File: src/rtl/ramd_fifo_ctl.sv
// 32x4 synchronous FIFO controller driving an external ramdsync dual-port RAM cell.
// Optional sticky overflow/underflow flags (OVF/UNF) under `RAMD_FIFO_CTL_ERRFLAG_EN.
module ramd_fifo_ctl #(
    parameter int unsigned AFULL_LVL  = 28,
    parameter int unsigned AEMPTY_LVL = 4
) (
    input  logic       CLK,
    input  logic       RST,
    input  logic       WR_REQ,
    input  logic [3:0] WR_DATA,
    output logic       WR_FULL,
    input  logic       RD_REQ,
    output logic [3:0] RD_DATA,
    output logic       RD_VALID,
    output logic       RD_EMPTY,
    output logic       AFULL,
    output logic       AEMPTY,
    output logic [5:0] COUNT,
    output logic [4:0] RAM_AIN,
    output logic [3:0] RAM_DIN,
    output logic       RAM_WEN,
    output logic [4:0] RAM_AOUT,
    output logic       RAM_OEN,
    input  logic [3:0] RAM_DOUT
`ifdef RAMD_FIFO_CTL_ERRFLAG_EN
    ,
    output logic       OVF,
    output logic       UNF
`endif
);

    localparam int unsigned DEPTH = 32;
    localparam int unsigned AW    = 5;
    localparam int unsigned DW    = 4;
    localparam int unsigned CW    = 6;

    logic [AW-1:0] r_wr_ptr;
    logic [AW-1:0] r_rd_ptr;
    logic [CW-1:0] r_cnt;
    logic          r_full;
    logic          r_empty;
    logic          r_afull;
    logic          r_aempty;
    logic [DW-1:0] r_rd_data;
    logic          r_rd_valid;

    logic          w_push_ok;
    logic          w_pop_ok;
    logic [CW-1:0] w_cnt_nxt;

    // Acceptance; RST gating keeps the RAM strobes idle for the whole reset window.
    always_comb begin
        w_pop_ok  = RD_REQ & ~r_empty & ~RST;
        w_push_ok = WR_REQ & (~r_full | w_pop_ok) & ~RST;
    end

    always_comb begin
        w_cnt_nxt = r_cnt;
        case ({w_push_ok, w_pop_ok})
            2'b10:   w_cnt_nxt = r_cnt + CW'(1);
            2'b01:   w_cnt_nxt = r_cnt - CW'(1);
            default: w_cnt_nxt = r_cnt;
        endcase
    end

    // Pointers wrap naturally at the 5-bit boundary.
    always_ff @(posedge CLK or posedge RST) begin
        if (RST) begin
            r_wr_ptr <= '0;
            r_rd_ptr <= '0;
        end else begin
            if (w_push_ok) r_wr_ptr <= r_wr_ptr + AW'(1);
            if (w_pop_ok)  r_rd_ptr <= r_rd_ptr + AW'(1);
        end
    end

    // Flags are registered from the next count so they move on the same edge as cnt.
    always_ff @(posedge CLK or posedge RST) begin
        if (RST) begin
            r_cnt    <= '0;
            r_full   <= 1'b0;
            r_empty  <= 1'b1;
            r_afull  <= 1'b0;
            r_aempty <= 1'b1;
        end else begin
            r_cnt    <= w_cnt_nxt;
            r_full   <= (w_cnt_nxt == CW'(DEPTH));
            r_empty  <= (w_cnt_nxt == CW'(0));
            r_afull  <= (w_cnt_nxt >= CW'(AFULL_LVL));
            r_aempty <= (w_cnt_nxt <= CW'(AEMPTY_LVL));
        end
    end

    // Read capture from the RAM's asynchronous read port.
    always_ff @(posedge CLK or posedge RST) begin
        if (RST) begin
            r_rd_data  <= '0;
            r_rd_valid <= 1'b0;
        end else begin
            r_rd_valid <= w_pop_ok;
            if (w_pop_ok) r_rd_data <= RAM_DOUT;
        end
    end

`ifdef RAMD_FIFO_CTL_ERRFLAG_EN
    logic r_ovf;
    logic r_unf;

    always_ff @(posedge CLK or posedge RST) begin
        if (RST) begin
            r_ovf <= 1'b0;
            r_unf <= 1'b0;
        end else begin
            if (WR_REQ & r_full & ~w_pop_ok) r_ovf <= 1'b1;
            if (RD_REQ & r_empty)            r_unf <= 1'b1;
        end
    end

    assign OVF = r_ovf;
    assign UNF = r_unf;
`endif

    assign RAM_AIN  = r_wr_ptr;
    assign RAM_DIN  = WR_DATA;
    assign RAM_WEN  = ~w_push_ok;
    assign RAM_AOUT = r_rd_ptr;
    assign RAM_OEN  = ~w_pop_ok;

    assign WR_FULL  = r_full;
    assign RD_EMPTY = r_empty;
    assign AFULL    = r_afull;
    assign AEMPTY   = r_aempty;
    assign COUNT    = r_cnt;
    assign RD_DATA  = r_rd_data;
    assign RD_VALID = r_rd_valid;

endmodule

File: config.mk
export PLATFORM = sky130hd
export DESIGN_NAME = ramd_fifo_ctl
export DESIGN_NICKNAME = d
export VERILOG_FILES = /design/src/rtl/ramd_fifo_ctl.sv
export SDC_FILE = /design/constraint.sdc
export NUM_CORES = 1
export LEC_CHECK = 0
export CAP_MARGIN = 20
export CORE_MARGIN = 2
export CORE_UTILIZATION = 48
export CTS_CLUSTER_DIAMETER = 30
export DETAILED_ROUTE_END_ITERATION = 6
export HOLD_SLACK_MARGIN = 0.12
export PLACE_DENSITY = 0.84
export SLEW_MARGIN = 10
export SYNTH_ARGS = -nofsm -noshare
export SYNTH_HDL_FRONTEND = slang
export SYNTH_SLANG_ARGS = --single-unit
File: constraint.sdc
create_clock -name CLK -period 7.5 [get_ports CLK]
set_clock_uncertainty 0.2 [all_clocks]
set_input_delay 1.125 -clock CLK [delete_from_list [all_inputs] [get_ports CLK]]
set_output_delay 1.125 -clock CLK [all_outputs]
set_load 0.02 [all_outputs]
==> summary.txt, run 1 <==
STA
  • Slew HR: 40.1%
  • Worst-margin pin slew: 0.895 ns
  • Max Fclk: 218 MHz
  • Final Hold Viols: 0
  • Setup slack after layout: 2.91 ns
  • Setup_tns: 0 ns
  • # setup viols final: 0
  • Period minus WS final: 4.59 ns
  • Final Cycle Share: 61.2%
  • RSZ-0062 raised after global routing: false
  • Min Hold Slack: 0.290 ns
  • Slew Viols, Final: 0

Setup path
  • Worst Path Arrival: 3.27 ns
  • Worst reg-to-reg path cell count: 10
  • Critical Path Sink Type: output port
  • R2r endpoint: RD_EMPTY
  • Startpoint types: input pin
  • CP max FO: 26
  • Worst path required time: 6.17 ns
  • Type of the worst setup path: input pin to output port
  • FF-to-FF setup slack: 4.04 ns
  • FF-to-FF Start: RD_EMPTY

Floorplanning
  • Chip Width: 55.4 um
  • Site row count: 18
  • Starting density of the core: 50.7%
  • IO Pins: 43
  • Die Y: 55.4 um
  • CORE AREA: 2500 um2
  • DIE AREA: 3060 um2

Pwr
  • Leakage: 0.732 nW
  • Part of the power in combinational logic: 54.5%
  • Clock power share: 8.4%
  • Worst VDD drop: 0.257 mV
  • Internal: 0.000388 W
  • PwrDens: 412 nW/um2
  • Switch Pwr: 0.000280 W
  • Register share of total power: 37.1%
  • Sw Share: 41.9%

Detailed routing
  • Initial DRC Count: 20
  • Vias/cell: 5.29
  • DRT Wirelength: 2.47 mm
  • Avg WL per Cell: 13.9 um
  • Antenna viol nets, final: 0
  • TritonRoute pass-1 iters: 4
  • Vias: 937
  • DRC viols: 0

Place
  • Gpl congestion: 0.855
  • PortBufs: 34
  • Post-detail-place hpwl: 1.98 mm
  • Pre-CTS WS: 2.75 ns
  • Inst Count DP: 173

Logic synthesis
  • Prevailing post-synth register cell: dfrtp_1
  • Syn Inst Count: 116
  • Syn Nets: 136
  • Share of the synthesized area in the top cell type: 45.5%
  • Top cells by area, synth: dfrtp_1, ha_1, mux2_2, xnor2_1, dfstp_2
  • Cell taking the most area after synthesis: dfrtp_1
  • Netlist cell types: 35
  • Synthesis Warnings: 0
  • Post-synth EDFFs: 0
  • Seq/Total Area, Yosys: 49.6%
  • Synthesis-stage register bit count: 25
  • Async set-reset flop share out of synthesis: 100%
  • Post-synth top cells: dfrtp_1, nand2_1, inv_1
  • Synthesized area per cell: 10.9 um2
  • Mapped cell area: 1270 um2
  • Most numerous cell in the Yosys netlist: dfrtp_1

Final layout
  • # fillers: 183
  • Multi-input gate area: 549 um2
  • Seq. cell area: 628 um2
  • Ant diodes: 0
  • Share of layout cells above drive strength 1: 11.6%
  • Final non-filler cell total: 177
  • Area grow syn2layout: 28.1%
  • Final core utilization: 64.9%
  • # nets final: 168

GRT
  • Initial antenna violation count: 0
  • Largest net degree at the start of global routing: 27
  • Global route overflow: 0
  • Global-route wire length before repair: 4.20 mm
  • Total Routing Usage GR: 17.0%
  • Number of global-route vias before repair: 940

Worst hold path
  • WHS Endpoint: RAM_AIN[4]
  • Worst Hold Class: flip-flop to flip-flop
  • Hold-critical path depth: 1
  • Hold wc startpoint: RAM_AIN[4]

Clocking
  • Clock sink count: 25
  • Reg clk slew, reported paths: 0.12 ns
  • Post-CTS Setup Inserts: 0
  • H-tree Lvls: 1
  • Hold_buf cts: 0
  • Clk root buf: clkbuf_4
  • Worst-skew pair later-pin latency: 0.30 ns
  • CTS-repair resized insts: 0
  • TritonCTS clock tree: done
  • Total CTS buffers: 3
  • Max clock buf depth: 2

Run
  • Maxcap violations: 0

Run status
  • Status: complete, no violations
cell type report:
cell class                      instances  share of cell area, %
Sequential cell                        25                   38.7
Multi-Input combinational cell         74                   33.9
Timing Repair Buffer                   34                   21.0
Inverter                               10                   2.39
Tap cell                               30                   2.31
Clock buffer                            3                   1.39
Clock inverter                          1                  0.309
metrics by stage:
step | area, um2 | power (W)
after floorplan | 1270 | 0.000466
after global placement | 1590 | 0.000601
after detailed placement | 1590 | 0.000618
after CTS | 1620 | 0.000674
after global routing | 1620 | 0.000714
final | 1620 | 0.000667
how the worst max path moves through the flow:
stage	start	to	slack, ns	cells past startpoint
finish	RST	RAM_WEN	2.91	5
global route	RST	RAM_WEN	2.72	5
CTS	RST	RAM_WEN	2.83	5
detailed placement	RST	RD_EMPTY	2.75	12
global placement	RST	RAM_WEN	2.91	5
floorplan	RST	AEMPTY	3.43	12
state kept, by name (all words and copies together) (netlist names):
register and cells:
WR_FULL 1, RD_EMPTY 1, AFULL 1, RAM_AIN 5, COUNT 6, RD_VALID 1
RD_DATA 4, RAM_AOUT 5, AEMPTY 1
power groups by stage:
stage	Sequential (W)	Combinational, W	Clock (W)
3_3_place_gp	0.000247	0.000354	0
4_1_cts	0.000249	0.000368	0.0000579
2_1_floorplan	0.000305	0.000160	0
3_5_place_dp	0.000250	0.000368	0
5_1_grt	0.000256	0.000395	0.0000624
6_report	0.000248	0.000364	0.0000559
worst max-delay path, cell delays in order:
cell and delay (ns):
clkdlybuf4s50_1 0.42, inv_1 0.66, and3_1 0.42, inv_1 0.09, clkdlybuf4s50_1 0.54
per-layer routing:
layer	wire (um)	up-vias	GRT usage, %
li1	-	448	-
met1	1080	457	21.3
met2	1240	30	29.6
met3	136	2	3.04
met4	8	0	5.23
met5	0	-	0
cells by family after synthesis:
group                      after synthesis  share of synthesized area (%)
AOI/OAI and AO/OA                       15                           8.60
xor gates and xnor gates                12                           8.30
adders and majority gates                8                           8.50
buffers and inverters                   17                           7.01
DFF                                     25                           49.6
muxes                                    6                           5.34
and+or+nand+nor                         33                           12.6
layout by cell type (no fill, tap or decap):
cell and instances:
nand2_1 12, a21o_1 1, o21ai_0 1, nand4_1 4, a32oi_1 1, ha_1 7
a21boi_0 2, mux2_2 6, nor3_1 3, a21oi_1 3, a211o_1 1, xor2_1 5
inv_2 1, clkdlybuf4s50_1 34, or3_1 1, inv_1 8, nand3_1 1, o31a_1 1
o22ai_1 1, clkbuf_4 3, and3_1 2, nand3_2 1, fa_1 1, a21oi_2 1
dfstp_2 2, or2_1 1, clkinv_2 2, o2111ai_2 1, o21ai_1 2, xnor2_1 7
nor2_1 6, nand2b_1 2, dfrtp_1 23
Power figures use the tool's default switching activity.
==> run 2: changes to the inputs <==
CORE_UTILIZATION = 45   (was 48)
PLACE_DENSITY = 0.79   (was 0.84)
clock period = 4.4 ns   (was 7.5 ns; I/O delays follow)
==> run 2 against run 1 <==
  * Hold slack gained 0.0063 ns
  * Global-route usage grew 1.5 points
  * Final cell count grew 1.7%
  * Setup slack lost 1.8 ns
  * Flip-flop and latch count is the same
  * Count of clock-buffer cells in the layout is the same
  * Wire length grew 5.7%
  * Via count grew 2.1%
  * Sequential power grew 69%
  * Critical path type is now input pin to flip-flop
  * Largest cell class unchanged
==> summary.txt, run 2 (synthesis results as in run 1) <==
Floorplanning
  • Die Y: 57.0 um (was 55.4 um)
  • Chip Width: 57.0 um (was 55.4 um)
  • CORE AREA: 2710 um2 (was 2500 um2)
  • DIE AREA: 3250 um2 (was 3060 um2)
  • IO Pins: 43 (unchanged)
  • Starting density of the core: 46.7% (was 50.7%)
  • Site row count: 19 (was 18)

Clocking
  • Reg clk slew, reported paths: 0.14 ns (was 0.12 ns)
  • Max clock buf depth: 2 (unchanged)
  • CTS-repair resized insts: 0 (unchanged)
  • Clk root buf: clkbuf_4 (unchanged)
  • Total CTS buffers: 3 (unchanged)
  • Worst-skew pair later-pin latency: 0.31 ns (was 0.30 ns)
  • Clock sink count: 25 (unchanged)
  • H-tree Lvls: 1 (unchanged)
  • Post-CTS Setup Inserts: 0 (unchanged)
  • Hold_buf cts: 0 (unchanged)
  • TritonCTS clock tree: done (unchanged)

Pwr
  • Worst VDD drop: 0.446 mV (was 0.257 mV)
  • Internal: 0.000664 W (was 0.000388 W)
  • Clock power share: 9.0% (was 8.4%)
  • Part of the power in combinational logic: 54.5% (about the same)
  • Leakage: 0.738 nW (was 0.732 nW)
  • Switch Pwr: 0.000484 W (was 0.000280 W)
  • Register share of total power: 36.6% (was 37.1%)
  • PwrDens: 700 nW/um2 (was 412 nW/um2)
  • Sw Share: 42.1% (was 41.9%)

Place
  • Pre-CTS WS: 0.782 ns (was 2.75 ns)
  • Post-DP Area: 1610 um2 (was 1590 um2)
  • Gpl congestion: 0.868 (was 0.855)
  • Post-detail-place hpwl: 2.02 mm (was 1.98 mm)
  • PortBufs: 34 (unchanged)

Detailed routing
  • DRC viols: 0 (unchanged)
  • DRT Wirelength: 2.61 mm (was 2.47 mm)
  • TritonRoute pass-1 iters: 4 (unchanged)
  • Initial DRC Count: 20 (unchanged)
  • Antenna viol nets, final: 0 (unchanged)
  • Vias/cell: 5.32 (was 5.29)
  • Vias: 957 (was 937)
  • Avg WL per Cell: 14.5 um (was 13.9 um)

STA
  • Slew Viols, Final: 0 (unchanged)
  • Min Hold Slack: 0.296 ns (was 0.290 ns)
  • Period minus WS final: 3.32 ns
  • Worst-margin pin slew: 0.362 ns (was 0.895 ns)
  • Final Hold Viols: 0 (unchanged)
  • Max Fclk: 301 MHz
  • Final Cycle Share: 75.4%
  • # setup viols final: 0 (unchanged)
  • RSZ-0062 raised after global routing: false (unchanged)
  • Slew HR: 75.9% (was 40.1%)
  • Setup_tns: 0 ns (unchanged)
  • Setup slack after layout: 1.08 ns (was 2.91 ns)

Setup path
  • Worst path required time: 4.44 ns (was 6.17 ns)
  • Startpoint types: input pin (unchanged)
  • Crit-path cells: clkdlybuf4s50_1, nand2b_1, nand2_1, and3_1, inv_1, ha_1, inv_1, fa_1, nand2b_1, a21oi_1, xor2_1, o31a_1, nor3_1 (was clkdlybuf4s50_1, inv_1, and3_1, inv_1, clkdlybuf4s50_1)
  • CP max FO: 7 (was 26)
  • Critical Path Sink Type: flip-flop (was output port)
  • Buf/Inv on CP: 3 (was 4)
  • Crit path max-delay family: simple AND/OR/NAND/NOR gates (was buffers and inverters)
  • Worst Path Arrival: 3.36 ns (was 3.27 ns)
  • Type of the worst setup path: input pin to flip-flop (was input pin to output port)
  • Slowest cell on crit path: clkdlybuf4s50_1 (was inv_1)
  • Slowest stage delay, CP: 0.40 ns (was 0.66 ns)

GRT
  • Global-route wire length before repair: 4.66 mm (was 4.20 mm)
  • Total Routing Usage GR: 18.5% (was 17.0%)
  • Initial antenna violation count: 0 (unchanged)
  • Number of global-route vias before repair: 1008 (was 940)
  • Global route overflow: 0 (unchanged)
  • Largest net degree at the start of global routing: 26 (was 27)

Run
  • Maxcap violations: 0 (unchanged)

Final layout
  • Ant diodes: 0 (unchanged)
  • Design area: 1640 um2 (was 1620 um2)
  • Most frequent cells in the layout: clkdlybuf4s50_1, dfrtp_1, nand2_1, inv_1 (unchanged)
  • # fillers: 236 (was 183)
  • Most common cell after layout, fill and taps aside: clkdlybuf4s50_1 (unchanged)
  • Share of layout cells above drive strength 1: 12.8% (was 11.6%)
  • Multi-input gate area: 549 um2 (unchanged)
  • # nets final: 170 (was 168)
  • Seq. cell area: 628 um2 (unchanged)
  • Area grow syn2layout: 29.5% (was 28.1%)
  • Max reg flops: 6 (unchanged)
  • Final core utilization: 60.5% (was 64.9%)

Run status
  • Status: complete, no violations (unchanged)

Worst hold path
  • Worst Hold Class: flip-flop to flip-flop (unchanged)
==> run 2: worst paths after layout <==
path,end,from,slack (ns),cells past startpoint
max,WR_FULL,RD_REQ,1.08,13
min,RAM_AIN[4],RAM_AIN[4],0.30,1
max reg2reg,WR_FULL,RD_EMPTY,1.24,12
min reg2reg,RAM_AIN[4],RAM_AIN[4],0.30,1
max in group asynchronous,RD_EMPTY,RST,3.17,3
min in group asynchronous,RAM_AIN[2],RST,0.54,3
==> run 2: final cells by class <==
type                            instances  share of cell area [%]
Tap cell                               31                    2.36
Multi-Input combinational cell         74                    33.5
Clock inverter                          1                   0.458
Sequential cell                        25                    38.3
Clock buffer                            3                    1.37
Inverter                               10                    2.36
Timing Repair Buffer                   36                    21.7
==> run 2: routing by layer <==
metal | GRT usage, % | up-vias | part of all wire [%]
met1 | 24.5 | 472 | 45
met2 | 30.5 | 28 | 49
li1 | - | 455 | -
met5 | 0 | - | 0
met3 | 4.54 | 2 | 5.9
met4 | 4.98 | 0 | 0.38
==> run 2: power by group through the flow <==
stage | Clock (W) | Combinational (W) | Sequential, W
2_1_floorplan | 0 | 0.000273 | 0.000520
3_3_place_gp | 0 | 0.000613 | 0.000419
3_5_place_dp | 0 | 0.000626 | 0.000426
4_1_cts | 0.000108 | 0.000630 | 0.000421
5_1_grt | 0.000118 | 0.000687 | 0.000435
6_report | 0.000103 | 0.000626 | 0.000420
==> run 2: stage by stage <==
stage / total power [W] / instances
2_1_floorplan: 0.000794 / 116
3_3_place_gp: 0.00103 / 176
3_5_place_dp: 0.00105 / 176
4_1_cts: 0.00116 / 180
5_1_grt: 0.00124 / 180
6_report: 0.00115 / 180
